## src/rtl/tt_um_hoene_led_pkg.sv

```systemverilog
// Shared definitions for the LED frame transmitter: sequencer state
// encodings and the smallest bit period the Manchester encoder can accept.
package tt_um_hoene_led_pkg;

    typedef enum logic [1:0] {
        ST_IDLE  = 2'd0,
        ST_SHIFT = 2'd1,
        ST_GAP   = 2'd2
    } tx_state_e;

    // A bit period below this cannot hold two Manchester half-bits.
    localparam logic [5:0] MIN_PULSEWIDTH = 6'd4;

    function automatic logic pulsewidth_ok(input logic [5:0] pw);
        return pw >= MIN_PULSEWIDTH;
    endfunction

endpackage

```

## src/rtl/tt_um_hoene_bit_timer.sv

```systemverilog
// Bit-period timer: latches the period P on load and raises tick_o for one
// cycle every P cycles while enabled. The counter is cleared when idle.
module tt_um_hoene_bit_timer
    import tt_um_hoene_led_pkg::*;
(
    input  logic       clk,
    input  logic       rst_n,
    input  logic       load_i,
    input  logic       en_i,
    input  logic [5:0] period_i,
    output logic       tick_o
);

    logic [5:0] period_q, period_d;
    logic [5:0] cnt_q, cnt_d;

    // Next-state: reload on load or on expiry, count down otherwise.
    always_comb begin
        period_d = period_q;
        cnt_d    = cnt_q;
        if (load_i) begin
            period_d = period_i;
            cnt_d    = period_i - 6'd1;
        end else if (en_i) begin
            if (cnt_q == 6'd0) begin
                cnt_d = period_q - 6'd1;
            end else begin
                cnt_d = cnt_q - 6'd1;
            end
        end else begin
            cnt_d = 6'd0;
        end
    end

    // Period and counter registers.
    always_ff @(posedge clk or negedge rst_n) begin
        if (!rst_n) begin
            period_q <= 6'd0;
            cnt_q    <= 6'd0;
        end else begin
            period_q <= period_d;
            cnt_q    <= cnt_d;
        end
    end

    assign tick_o = en_i && !load_i && (cnt_q == 6'd0);

endmodule

```

## src/rtl/tt_um_hoene_manchester_tx_sequencer.sv

```systemverilog
// Frame sequencer for the Manchester LED transmitter. Accepts a WIDTH-bit
// word, strobes its bits MSB first to the encoder every P clocks, then
// idles for GAP_CYCLES clocks and pulses done.
// Optional feature: define TX_PARITY_EN to append an even-parity bit as an
// extra strobe after the payload.
module tt_um_hoene_manchester_tx_sequencer
    import tt_um_hoene_led_pkg::*;
#(
    parameter int WIDTH      = 24,
    parameter int GAP_CYCLES = 64
) (
    input  logic             clk,
    input  logic             rst_n,
    input  logic             in_valid,
    input  logic [WIDTH-1:0] in_word,
    output logic             in_ready,
    input  logic [5:0]       in_pulsewidth,
    input  logic             abort,
    output logic             bit_data,
    output logic             bit_clk,
    output logic             bit_error,
    output logic             busy,
    output logic             done
);

`ifdef TX_PARITY_EN
    localparam int NBITS = WIDTH + 1;
`else
    localparam int NBITS = WIDTH;
`endif

    localparam logic [4:0] BIT_LAST = 5'(NBITS - 1);
    localparam logic [7:0] GAP_LAST = 8'(GAP_CYCLES - 1);

    tx_state_e        state_q, state_d;
    logic [NBITS-1:0] sr_q, sr_d;
    logic [4:0]       bit_cnt_q, bit_cnt_d;
    logic [7:0]       gap_cnt_q, gap_cnt_d;
    logic             bit_data_q, bit_data_d;
    logic             bit_clk_q, bit_clk_d;
    logic             bit_error_q, bit_error_d;
    logic             done_q, done_d;

    logic             timer_load;
    logic             timer_tick;
    logic [NBITS-1:0] load_word;

`ifdef TX_PARITY_EN
    assign load_word = {in_word, ^in_word};
`else
    assign load_word = in_word;
`endif

    // Held low during reset so no upstream word is offered into a
    // sequencer that is being cleared.
    assign in_ready = rst_n && (state_q == ST_IDLE) && !abort;
    assign busy     = (state_q != ST_IDLE);

    tt_um_hoene_bit_timer u_bit_timer (
        .clk      (clk),
        .rst_n    (rst_n),
        .load_i   (timer_load),
        .en_i     (state_q == ST_SHIFT),
        .period_i (in_pulsewidth),
        .tick_o   (timer_tick)
    );

    // Sequencer next-state and registered-output logic.
    always_comb begin
        // NOTE: every signal gets a default before the case so no path
        // leaves it unassigned; that is what keeps this block latch-free.
        state_d     = state_q;
        sr_d        = sr_q;
        bit_cnt_d   = bit_cnt_q;
        gap_cnt_d   = gap_cnt_q;
        bit_data_d  = bit_data_q;
        bit_clk_d   = 1'b0;
        bit_error_d = 1'b0;
        done_d      = 1'b0;
        timer_load  = 1'b0;

        unique case (state_q)
            ST_IDLE: begin
                if (in_valid && in_ready) begin
                    if (!pulsewidth_ok(in_pulsewidth)) begin
                        bit_error_d = 1'b1;
                    end else begin
                        state_d    = ST_SHIFT;
                        sr_d       = load_word;
                        bit_data_d = load_word[NBITS-1];
                        bit_clk_d  = 1'b1;
                        bit_cnt_d  = BIT_LAST;
                        timer_load = 1'b1;
                    end
                end
            end

            ST_SHIFT: begin
                if (abort) begin
                    state_d     = ST_IDLE;
                    sr_d        = '0;
                    bit_data_d  = 1'b0;
                    bit_cnt_d   = 5'd0;
                    bit_error_d = 1'b1;
                end else if (timer_tick) begin
                    if (bit_cnt_q == 5'd0) begin
                        state_d    = ST_GAP;
                        bit_data_d = 1'b0;
                        gap_cnt_d  = GAP_LAST;
                    end else begin
                        bit_cnt_d  = bit_cnt_q - 5'd1;
                        sr_d       = {sr_q[NBITS-2:0], 1'b0};
                        bit_data_d = sr_q[NBITS-2];
                        bit_clk_d  = 1'b1;
                    end
                end
            end

            ST_GAP: begin
                if (abort) begin
                    state_d     = ST_IDLE;
                    sr_d        = '0;
                    bit_data_d  = 1'b0;
                    gap_cnt_d   = 8'd0;
                    bit_error_d = 1'b1;
                end else if (gap_cnt_q == 8'd0) begin
                    state_d = ST_IDLE;
                    done_d  = 1'b1;
                end else begin
                    gap_cnt_d = gap_cnt_q - 8'd1;
                end
            end

            default: begin
                state_d = ST_IDLE;
            end
        endcase
    end

    // State, datapath and output registers.
    always_ff @(posedge clk or negedge rst_n) begin
        // NOTE: the shift register is reset along with control state so a
        // frame cut off by reset leaves no stale payload behind.
        if (!rst_n) begin
            state_q     <= ST_IDLE;
            sr_q        <= '0;
            bit_cnt_q   <= 5'd0;
            gap_cnt_q   <= 8'd0;
            bit_data_q  <= 1'b0;
            bit_clk_q   <= 1'b0;
            bit_error_q <= 1'b0;
            done_q      <= 1'b0;
        end else begin
            // NOTE: non-blocking so every register samples pre-edge values.
            state_q     <= state_d;
            sr_q        <= sr_d;
            bit_cnt_q   <= bit_cnt_d;
            gap_cnt_q   <= gap_cnt_d;
            bit_data_q  <= bit_data_d;
            bit_clk_q   <= bit_clk_d;
            bit_error_q <= bit_error_d;
            done_q      <= done_d;
        end
    end

    assign bit_data  = bit_data_q;
    assign bit_clk   = bit_clk_q;
    assign bit_error = bit_error_q;
    assign done      = done_q;

endmodule

```

## config.mk

```make
export PLATFORM = sky130hd
export DESIGN_NAME = tt_um_hoene_manchester_tx_sequencer
export DESIGN_NICKNAME = d
export VERILOG_FILES = /design/src/rtl/tt_um_hoene_led_pkg.sv /design/src/rtl/tt_um_hoene_bit_timer.sv /design/src/rtl/tt_um_hoene_manchester_tx_sequencer.sv
export SDC_FILE = /design/constraint.sdc
export NUM_CORES = 1
export LEC_CHECK = 0
export ABC_AREA = 1
export CAP_MARGIN = 25
export CORE_UTILIZATION = 55
export DETAILED_ROUTE_END_ITERATION = 7
export PLACE_DENSITY = 0.79
export SLEW_MARGIN = 30
export SYNTH_ARGS = -nofsm -noshare
export SYNTH_HDL_FRONTEND = slang
export SYNTH_SLANG_ARGS = --single-unit
```

## constraint.sdc

```tcl
create_clock -name clk -period 4.9 [get_ports clk]
set_input_delay 0.98 -clock clk [delete_from_list [all_inputs] [get_ports clk]]
set_output_delay 0.98 -clock clk [all_outputs]
set_load 0.01 [all_outputs]
```

==> reports/qor.csv, run 1 <==
metric,value,unit
die_h,78.1,um
grt_usage,0.230,
nNetsFinal,495,
grt_setup_unrepaired,false,
ios,40,
synth_top_family_by_area,simple AND/OR/NAND/NOR gates,
drc,0,
hold_viol,0,
cts_tree,done,
rr_startpoint,state_q[0]$_DFFE_PN0P_,
worst_pin_slew,757,ps
utilization,0.667,
gp_congestion,0.896,
final_max_slew_viol_count,0,
ys_warn_count,0,
slew-limit-headroom,0.495,
start_kind,input port,
fin_crit,3490,ps
via_per_inst,5.17,
fillers,502,
synthSimpleGateAreaFrac,0.259,
crit_type,input port to output pin,
hold_path_depth,2,
outcome,"finished, final reports clean",
r2r_end,sr_q[15]$_DFFE_PN0P_,
drive_above_1_share,0.107,
max_freq,0.287,GHz
clk-insertion-delay-late,310,ps
min_period_over_period,0.711,
crit_path_end_kind,output pin,
die_w,78.1,um
finalSetupViolCount,0,
drt-initial-drc-count,113,
clock_path_buffers,2,
grt_max_degree,55,
fin_skew,7.89,ps
fp.coreArea,5540,um^2
crit_arrival,2510,ps
routed_wl,6510,um
synth_nets,462,
synth_area,3180,um^2
initial_utilization,0.575,
synth.yosys.seq_area_share,0.425,
num_vias,2700,
yosys.area_share.adder,0.0472,
hold_end,sr_q[1]$_DFFE_PN0P_,
cts_buffers,5,
syn_inst,416,
ctsHtreeMaxLevel,2,
power.density,633,nW/um^2
die_area,6100,um^2
worstHoldPathType,flip-flop to flip-flop,
yosysUniqueCellTypes,32,
areaGrowthSynthToFinish,16.1,%
r2r_slack,2070,ps
ys_seq_elements,54,
critical_path.max_fanout,13,
syn_area_per_cell,7.65,um^2
synth.area.mux_share,0,
wire_per_inst,12.5,um
synth_xor_area_frac,0.0165,
grt_pass1_wl,11200,um
max-cap-violations,0,
grt_overflow_total,0,
fp-row-count,27,
ant_nets,0,
grt_antenna_before_repair,0,
cts_setup_buffers,0,
critPathLaunch,abort,
cts-resized-gates,0,
crit_required,3920,ps
setup_tns,0,ps
dr.pass1.iters,4,
min_from,sr_q[1]$_DFFE_PN0P_,
clock_sinks,54,
io_buffers,39,
p_leak,1.71,nW
synth_compound_area_frac,0.173,
cts_root_buf,clkbuf_8,
cts_hold_buffers,0,
rr_worst_depth,11,
ir_drop,320,uV
diodes,0,
dpl.hpwl,4570,um
clkTransAtPathRegs,100,ps
grt_pass1_vias,2559,
Yosys cell counts, drive strengths merged:
cell type  number  share of area
dfrtp          54           0.42
a31oi           1         0.0020
o21bai          4         0.0094
nand3          15          0.028
a21oi          25          0.039
o22ai           2         0.0039
nor4            1         0.0039
o2111ai         1         0.0028
or2             2         0.0039
xor2            5          0.014
nor3            5         0.0094
nor2           57          0.073
ha             12          0.047
buf             7          0.018
nand2         113           0.14
a22oi           1         0.0024
inv            45          0.053
nand4           3         0.0059
xnor2           1         0.0028
o21ai          55           0.11
clkbuf          7         0.0083
worst max path at each step:
stage                     slack [ps]  cells past startpoint                   end
final                           1410                      3              in_ready
after CTS                       1420                      3              in_ready
after detailed placement        1200                      9  sr_q[12]$_DFFE_PN0P_
after global placement          1270                      9   sr_q[4]$_DFFE_PN0P_
after floorplan                 2740                     10  sr_q[10]$_DFFE_PN0P_
after global routing            1220                      9   sr_q[2]$_DFFE_PN0P_
report_power, final:
part           switching [mW]  internal, mW
registers               0.109         0.638
logic                   0.846         0.444
clock network           0.151         0.153
total                    1.10          1.23
layer usage:
metal | vias to the layer above | track usage | routed length (um)
met1 | 1233 | 0.310 | 3080
met4 | 0 | 0.0685 | 84
met5 | - | 0 | 0
li1 | 1392 | - | -
met3 | 9 | 0.0500 | 284
met2 | 66 | 0.373 | 3060
state kept, by name (all words and copies together), names as in the netlist:
| signal | cells |
|---|---|
| bit_clk | 1 |
| u_bit_timer.cnt_q | 6 |
| state_q | 2 |
| u_bit_timer.period_q | 6 |
| bit_cnt_q | 5 |
| sr_q | 23 |
| gap_cnt_q | 8 |
| bit_data | 1 |
| bit_error | 1 |
| done | 1 |
cell type report:
type | instances | area [um^2] | area share
Multi-Input combinational cell | 303 | 1580 | 0.427
Sequential cell | 54 | 1350 | 0.366
Timing Repair Buffer | 40 | 393 | 0.106
Inverter | 45 | 169 | 0.0457
Tap cell | 72 | 90.1 | 0.0244
Clock buffer | 5 | 68.8 | 0.0186
Clock inverter | 3 | 43.8 | 0.0119
critical path, stage by stage:
cell and delay [ps]:
clkdlybuf4s50_1 660, nor2_2 290, clkdlybuf4s50_1 570
stage by stage:
stage,hold WS [ps],setup WS (ps),power (mW),cells,cell area (um^2)
after floorplan,453,2740,1.81,416,3180
after global placement,466,1270,2.00,514,3580
after detailed placement,468,1200,2.04,514,3580
after CTS,493,1420,2.35,522,3690
after global routing,519,1220,2.57,522,3690
final,488,1410,2.34,522,3690
cells in the final DEF (no fill, tap or decap), drive strengths merged, types with 2 or more instances in the layout:
cell type      instances
o22ai                  2
nand3                 15
or2                    2
inv                   46
a21oi                 25
clkdlybuf4s50         38
clkbuf                 5
o21ai                 55
xor2                   5
buf                    2
nand2                113
nor3                   5
nand4                  3
nor2                  57
dfrtp                 54
o21bai                 4
ha                    12
logic make-up after synthesis:
logic type	after synthesis
buffers and inverters	59
AOI/OAI and AO/OA	89
adders and majority gates	12
and+or+nand+nor	196
DFF	54
xor gates and xnor gates	6
Power figures use the tool's default switching activity.
==> run 2, diff against run 1 <==
==> constraint.sdc (replaced) <==
create_clock -name clk -period 3.3 [get_ports clk]
set_input_delay 0.66 -clock clk [delete_from_list [all_inputs] [get_ports clk]]
set_output_delay 0.66 -clock clk [all_outputs]
set_load 0.01 [all_outputs]
==> reports/qor.csv, run 2 (same netlist as run 1, synthesis figures left out) <==
metric,value,unit
p_leak,1.71,nW
nNetsFinal,500,
crit_path_cell_trace,inv_1 -> ha_1 -> nand2_1 -> nor2_2 -> clkdlybuf4s50_1,
max_stage_delay,550,ps
max_freq,0.388,GHz
intPower,1.78,mW
areaGrowthSynthToFinish,16.1,%
crit_family,buffers and inverters,
die_h,78.1,um
dpl.cell_count,519,
routed_wl,6520,um
via_per_inst,5.27,
reg_top3,"sr_q: 23 flops, gap_cnt_q: 8 flops",
worst_pin_slew,694,ps
fin_crit,2570,ps
drc,0,
dpl.hpwl,4660,um
setup_tns,0,ps
netSwitchingFraction,0.478,
clock_sinks,54,
hold_viol,0,
dpl_worst_slack,684,ps
cts_buffers,5,
crit_type,flip-flop to output pin,
final-seq-area,1350,um^2
min_from,sr_q[1]$_DFFE_PN0P_,
hold_path_depth,2,
critical_path_buf_inv_count,2,
crit_arrival,1910,ps
final_max_slew_viol_count,0,
ctsHtreeMaxLevel,2,
diodes,0,
outcome,"finished, final reports clean",
crit_slowest_cell,clkdlybuf4s50_1,
die_area,6100,um^2
grt_usage,0.236,
fin_skew,6.17,ps
max-cap-violations,0,
gp_congestion,0.925,
ir_drop,684,uV
clk-insertion-delay-late,300,ps
start_kind,flip-flop,
cts-resized-gates,0,
grt_antenna_before_repair,0,
dr.pass1.iters,4,
switchingPower,1.63,mW
grt_pass1_wl,11400,um
slew-limit-headroom,0.537,
worstHoldPathType,flip-flop to flip-flop,
grt_pass1_vias,2654,
die_w,78.1,um
grt_overflow_total,0,
cts_hold_buffers,0,
power.density,920,nW/um^2
largest_register_ffs,23,
drive_above_1_share,0.110,
critical_path.max_fanout,4,
io_buffers,39,
initial_utilization,0.575,
num_vias,2770,
ios,40,
cts_root_buf,clkbuf_8,
instances_no_fill,526,
regMostFlops,sr_q,
ant_nets,0,
clkPwrFrac,0.105,
wire_per_inst,12.4,um
postLayoutSetupSlackWorst,726,ps
fp.coreArea,5540,um^2
final_cell_mix,"110 x nand2_1, 54 x dfrtp_1, 52 x nor2_1",
rr_startpoint,state_q[0]$_DFFE_PN0P_,
rr_worst_depth,12,
grt_setup_unrepaired,false,
grt_max_degree,55,
finalPower,3.40,mW
crit_required,2640,ps
mostFrequentLayoutCell,nand2_1,
finalSetupViolCount,0,
r2r_end,sr_q[11]$_DFFE_PN0P_,
min_period_over_period,0.780,
power_frac_seq,0.327,
fp-row-count,27,
cts_tree,done,
clock_path_buffers,2,
drt-initial-drc-count,112,
r2r_slack,1080,ps
cts_setup_buffers,0,
fillers,491,
hold_end,sr_q[1]$_DFFE_PN0P_,
clkTransAtPathRegs,90,ps
power_frac_comb,0.568,
crit_path_end_kind,output pin,
multiInputGateArea,1580,um^2
run 2: cell count changes in the layout (fill, tap and decap cells not counted):
cell       change
clkinv_2       -1
bufinv_16      -1
clkbuf_1       +2
buf_4          +5
inv_6          -1
run 2: power groups by stage:
stage	clock network [mW]	logic, mW	registers [mW]
CTS	0.362	1.95	1.11
global route	0.389	2.21	1.14
floorplan	0	1.60	1.08
detailed placement	0	1.94	1.12
finish	0.357	1.93	1.11
global placement	0	1.87	1.11
run 2: how the worst max path moves through the flow:
stage | from | depth (start not counted) | slack [ps] | endpoint
after floorplan | state_q[0]$_DFFE_PN0P_ | 12 | 1430 | sr_q[10]$_DFFE_PN0P_
after global placement | in_pulsewidth[3] | 11 | 740 | sr_q[17]$_DFFE_PN0P_
after detailed placement | in_pulsewidth[3] | 11 | 680 | sr_q[11]$_DFFE_PN0P_
after CTS | state_q[1]$_DFFE_PN0P_ | 5 | 720 | in_ready
after global routing | state_q[1]$_DFFE_PN0P_ | 5 | 590 | in_ready
final | state_q[0]$_DFFE_PN0P_ | 5 | 730 | in_ready
run 2: cell type report:
type / count / area share
well taps: 72 / 0.0244
inverters: 45 / 0.0457
multi-input cells: 303 / 0.427
flip-flops and latches: 54 / 0.366
clock buffers: 7 / 0.0206
repair buffers: 45 / 0.116
run 2: worst min-delay path, stage by stage (launching register included):
cell	delay [ps]
dfrtp_1	350
nand2_1	60
o21ai_2	50
run 2: metal layers:
metal  global-route usage  share of wire  up-vias  routed length, um
li1                     -              -     1396                  -
met1                0.303           0.46     1295               3020
met2                0.411           0.48       70               3120
met3               0.0337          0.045        9                293
met4               0.0722          0.013        0                 82
met5                    0              0        -                  0
run 2: through the flow:
step                      utilization  hold slack [ps]  instance area, um^2
after floorplan                     -              364                 3180
after global placement          0.653              466                 3620
after detailed placement        0.653              470                 3620
after CTS                       0.667              492                 3700
after global routing            0.667              515                 3700
final                           0.667              489                 3700
